===== src/rtl/car_motion_sequencer.sv =====
// Timed motion command queue driving the servo direction code.
// Inserts a STOP gap on back-to-back direction reversals.
module car_motion_sequencer #(
  parameter int TICK_DIV  = 100_000,
  parameter int GAP_TICKS = 50,
  parameter int DEPTH     = 4
) (
  input  logic                     clk,
  input  logic                     rst,
  input  logic                     cmd_valid,
  input  logic [1:0]               cmd_dir,
  input  logic [15:0]              cmd_time,
  output logic                     cmd_ready,
  input  logic                     abort,
  output logic [1:0]               dir,
  output logic                     busy,
  output logic                     cmd_done,
  output logic [$clog2(DEPTH):0]   level
);

  localparam int AW = $clog2(DEPTH);
  localparam int LW = AW + 1;
  localparam int TW = $clog2(TICK_DIV);
  localparam logic [LW-1:0] FULL = LW'(DEPTH);
  localparam logic [TW-1:0] TLAST = TW'(TICK_DIV - 1);

  typedef enum logic [1:0] {IDLE, GAP, RUN} state_t;

  state_t state, n_state;

  logic [17:0]   mem [DEPTH];
  logic [AW-1:0] wr_ptr, rd_ptr;
  logic [1:0]    cur_dir, n_cur;
  logic [15:0]   cur_time, n_time;
  logic [1:0]    last_dir, n_last;
  logic [TW-1:0] tick, n_tick;
  logic [15:0]   rem, n_rem;
  logic          n_done, pop, push, start, tick_end;
  logic [1:0]    hd_dir;
  logic [15:0]   hd_time;

  assign cmd_ready = (level < FULL) && !abort && !rst;
  assign push      = cmd_valid && cmd_ready;
  assign hd_dir    = (mem[rd_ptr][17:16] == 2'b11) ? 2'b00 : mem[rd_ptr][17:16];
  assign hd_time   = mem[rd_ptr][15:0];
  assign tick_end  = (tick == TLAST);

  always_ff @(posedge clk) begin
    if (push) mem[wr_ptr] <= {cmd_dir, cmd_time};
  end

  always_comb begin
    n_state = state;
    n_cur   = cur_dir;
    n_time  = cur_time;
    n_last  = last_dir;
    n_tick  = tick;
    n_rem   = rem;
    n_done  = 1'b0;
    pop     = 1'b0;
    start   = 1'b0;
    unique case (state)
      IDLE: begin
        if (level != '0) begin
          pop = 1'b1;
          // zero-length commands retire straight from IDLE
          if (hd_time == '0) n_done = 1'b1;
          else start = 1'b1;
        end
      end
      GAP: begin
        n_tick = tick_end ? '0 : tick + 1'b1;
        if (tick_end) begin
          if (rem == 16'd1) begin
            n_state = RUN;
            n_rem   = cur_time;
            n_last  = cur_dir;
          end else begin
            n_rem = rem - 1'b1;
          end
        end
      end
      RUN: begin
        n_tick = tick_end ? '0 : tick + 1'b1;
        if (tick_end) begin
          if (rem == 16'd1) begin
            n_done = 1'b1;
            if (level != '0 && hd_time != '0) begin
              pop   = 1'b1;
              start = 1'b1;
            end else begin
              n_state = IDLE;
              n_last  = 2'b00;
              n_rem   = '0;
            end
          end else begin
            n_rem = rem - 1'b1;
          end
        end
      end
      default: n_state = IDLE;
    endcase
    if (start) begin
      n_cur  = hd_dir;
      n_time = hd_time;
      n_tick = '0;
      if (last_dir != 2'b00 && hd_dir != 2'b00 && hd_dir != last_dir) begin
        n_state = GAP;
        n_rem   = 16'(GAP_TICKS);
      end else begin
        n_state = RUN;
        n_rem   = hd_time;
        n_last  = hd_dir;
      end
    end
  end

  always_ff @(posedge clk) begin
    if (rst || abort) begin
      state    <= IDLE;
      wr_ptr   <= '0;
      rd_ptr   <= '0;
      level    <= '0;
      cur_dir  <= 2'b00;
      cur_time <= '0;
      last_dir <= 2'b00;
      tick     <= '0;
      rem      <= '0;
      dir      <= 2'b00;
      busy     <= 1'b0;
      cmd_done <= 1'b0;
    end else begin
      state    <= n_state;
      cur_dir  <= n_cur;
      cur_time <= n_time;
      last_dir <= n_last;
      tick     <= n_tick;
      rem      <= n_rem;
      dir      <= (n_state == RUN) ? n_cur : 2'b00;
      busy     <= (n_state != IDLE);
      cmd_done <= n_done;
      if (push) wr_ptr <= wr_ptr + 1'b1;
      if (pop)  rd_ptr <= rd_ptr + 1'b1;
      unique case ({push, pop})
        2'b10:   level <= level + 1'b1;
        2'b01:   level <= level - 1'b1;
        default: level <= level;
      endcase
    end
  end

endmodule


===== config.mk =====
export PLATFORM = sky130hd
export DESIGN_NAME = car_motion_sequencer
export DESIGN_NICKNAME = d
export VERILOG_FILES = /design/src/rtl/car_motion_sequencer.sv
export SDC_FILE = /design/constraint.sdc
export NUM_CORES = 1
export LEC_CHECK = 0
export ABC_AREA = 1
export CAP_MARGIN = 25
export CORE_MARGIN = 1
export CORE_UTILIZATION = 40
export CTS_CLUSTER_SIZE = 10
export DETAILED_ROUTE_END_ITERATION = 12
export PLACE_DENSITY = 0.62
export SYNTH_ARGS = -nofsm -noshare
export SYNTH_HDL_FRONTEND = slang
export SYNTH_SLANG_ARGS = --single-unit

===== constraint.sdc =====
create_clock -name clk -period 2.6 [get_ports clk]
set_input_delay 0.65 -clock clk [delete_from_list [all_inputs] [get_ports clk]]
set_output_delay 0.65 -clock clk [all_outputs]
set_load 0.05 [all_outputs]

==> summary.md <==
| Metric | Value |
|---|---|
| Outcome | `finished, final reports clean` |
| Diodes inserted | `0` |
| Relative slew slack | `65.99%` |
| Final Skew | `0.008245 ns` |
| Sequential fraction of the synthesis area | `between 50% and 60%` |
| Fin Hold WS | `0.4613 ns` |
| TritonCTS clock tree | `yes` |
| Mapped Nets | `slightly below 800` |
| Top cells by area, synth | `edfxtp_1, dfxtp_1, nand2_1` |
| Hold Violations, Final | `0` |
| DRC violations left | `0` |
| Vias | `5220` |
| Num CTS Buffers | `17` |
| GRT overflow | `0` |
| Area delta synth->final | `23.23%` |
| Row count | `46` |
| Hold Crit Class | `register to register` |
| Count leader, synth | `nand2_1` |
| Clock Tree Root | `clkbuf_16` |
| Clock sinks | `140` |
| Critical Path Sink Type | `register` |
| Worst min-delay path startpoint | `cur_time[0]$_SDFFE_PP0N_` |
| Remaining antenna violation count after routing | `0` |
| Largest net degree at the start of global routing | `47` |
| Ys async rst share | `0%` |
| Placed Cells incl. Taps | `roughly 1000` |
| Worst setup path class | `register to register` |
| DR pass1 iterations | `5` |
| Final slew viol count | `0` |
| Min Tclk post-route | `2.509 ns` |
| Initial antenna violation count | `0` |
| Hold EP | `cur_time[0]$_SDFFE_PP0N_` |
| Hpwl dp | `between 10 and 15 mm` |
| Post-DR vias/cell | `5.000` |
| Core Area | `roughly 16000 µm²` |
| Cell Area, Synth | `6539 µm²` |
| Max rail drop VDD | `around 470 µV` |
| GPL Wtd Cong | `0.8707` |
| RSZ-0062 raised after global routing | `true` |
| Setup Viol. Count Final | `0` |
| Unique masters post-synth | `50` |
| Synth top area share | `33.07%` |
| # Max-Cap Violations | `0` |
| CTS max path bufs | `2` |
| GRT Total Usage | `19.18%` |
| Die Y | `129.9 µm` |
| Top_reg_cell synth | `edfxtp_1` |
| Cts hold-fix bufs | `0` |
| Die area | `16860 µm²` |
| Setup bufs post-CTS | `0` |
| Final net count | `853` |
| Synth Register Bits | `140` |
| Clock network latency to the later pin of the worst-skew pair | `0.43 ns` |
| Total Wirelength | `14.57 mm` |
| Mean post-synth cell area | `8.848 µm²` |
| Die Wd | `129.9 µm` |
| CP Data Arrival Time | `2.87 ns` |
| IO Count | `30` |
| First-pass GRT wire length | `around 25 mm` |
| Layout cell share with drive strength beyond 1 | `15.34%` |
| Fin crit share | `between 90% and 100%` |
| I/O Buffers | `29` |
| Iter 0 DRT Violations | `just over 300` |
| Leak | `~3.2 nW` |
| Tightest Pin Transition | `0.5086 ns` |
| Yosys warnings | `0` |
| Startpoint Class | `register` |
| FF-to-FF path depth | `19` |
| Clock slew at reported path FFs | `~0.060 ns` |
| Htree depth | `4` |
| Synthesized instance count | `739` |
| Critical Path RT | `2.96 ns` |
| Power per cell area | `~620 nW/µm²` |
| Number of synthesized flops with an enable pin | `72` |
| Commonest cells post-synth | `nand2_1, nor2_1, edfxtp_1` |
| Hold-critical path depth | `2` |
| Reg-to-reg setup timing slack | `0.09 ns` |
| Non-Filler Instances | `1044` |
| Routed WL per cell | `13.95 µm` |
| Vias in the first global route | `5261` |
| Area leader, netlist | `edfxtp_1` |
| Worst r2r dst | `level[2]$_SDFFE_PP0P_` |
| Worst-path fanout max | `16` |
| Filler cells | `about 1500` |
| Initial Util | `41.01%` |
| F_max | `between 0.3 and 0.4 GHz` |
[registers in the layout (all words and copies together) (netlist names), named ones only]
name      cells
rem          16
tick         17
level         3
state         2
cur_time     16
last_dir      2
dir           2
busy          1
wr_ptr        2
cmd_done      1
cur_dir       2
mem          72
rd_ptr        2
[per-stage QoR]
step           setup TNS (ns)  utilization [%]  instance area [µm²]  setup WS [ns]  power [mW]
6_report                    0            50.54                 8058        0.09128       5.021
5_1_grt               -0.1125            50.54                 8058        -0.1125       5.213
4_1_cts                     0            50.34                 8025       0.003856       5.064
3_5_place_dp         -0.05653            46.90                 7477       -0.05653       2.837
3_3_place_gp        -0.005056            46.90                 7477      -0.005056       2.830
2_1_floorplan               0                -                 6591        0.01457       2.686
[logic make-up (layout without fill, tap and decap cells)]
| kind of cell | Yosys count | after routing | synth area share (%) |
|---|---|---|---|
| buf+inv | 97 | 186 | 6.869 |
| mux | 1 | 1 | 0.1531 |
| simple gates | 350 | 350 | 23.29 |
| flops | 140 | 140 | 53.88 |
| compound gates | 125 | 125 | 11.35 |
| fa+ha+maj | 15 | 15 | 2.985 |
| xor+xnor | 11 | 11 | 1.473 |
[timing repair]
action                                  4_1_cts  5_1_grt
gates cloned                                  0        0
resized for setup                             3       12
pin swaps                                     0        4
endpoints found under the setup margin        1       22
hold endpoints to repair                      0        0
[power by group]
part           switching (mW)  internal (mW)  leakage (nW)
sequential             0.0166           2.35          1.20
clock                   0.993           1.23         0.257
combinational           0.248          0.182          1.70
total                    1.26           3.76          3.16
[placed cells by master, fill, tap and decap left out, drive strengths merged, types with 5 or more instances in the layout]
master,n
nand2,185
nor2,77
inv,74
edfxtp,72
dfxtp,68
nand3,58
buf,55
o21ai,52
a21oi,38
clkdlybuf4s50,28
clkbuf,18
ha,14
nand4,8
nor3,8
xor2,7
a31oi,7
clkinv,7
o22ai,6
nor4,6
o2111ai,5
a22oi,5
nor3b,5
[cell type report]
type	count	area, µm²	area share (%)
Inverter	72	279.0	3.463
Multi-Input combinational cell	502	2636	32.72
Clock buffer	18	429.2	5.326
Clock inverter	13	111.4	1.382
Timing Repair Buffer	83	804.5	9.984
Sequential cell	140	3527	43.77
Tap cell	216	270.3	3.354
[per-layer routing]
metal  part of all wire (%)  global-route usage, %  vias up
li1                       -                      -     2654
met1                     45                  22.79     2417
met2                     49                  33.00      127
met3                    4.8                  5.371       22
met4                    1.7                  7.182        0
met5                      0                      0        -
[worst max path at each step]
stage,to,slack (ns),depth (start not counted)
final,level[2]$_SDFFE_PP0P_,0.09,19
after global routing,level[2]$_SDFFE_PP0P_,-0.11,19
after CTS,level[2]$_SDFFE_PP0P_,0.004,17
after detailed placement,level[2]$_SDFFE_PP0P_,-0.06,19
after global placement,level[2]$_SDFFE_PP0P_,-0.005,12
after floorplan,level[2]$_SDFFE_PP0P_,0.01,12
[critical path, stage by stage (launching register included)]
cell and delay, ns:
dfxtp_4 0.38, inv_4 0.05, buf_12 0.14, nand2_1 0.06, nand3_1 0.07, nand2_2 0.10, nand2_1 0.10, nor2_1 0.12
nand2_1 0.09, o21ai_2 0.18, inv_2 0.06, nand3_2 0.07, nand2_2 0.07, ha_4 0.16, fa_2 0.33, nand2_1 0.07
nand2_1 0.06, nor2_2 0.11, o21ai_0 0.08, a21oi_1 0.14
Power figures use the tool's default switching activity.
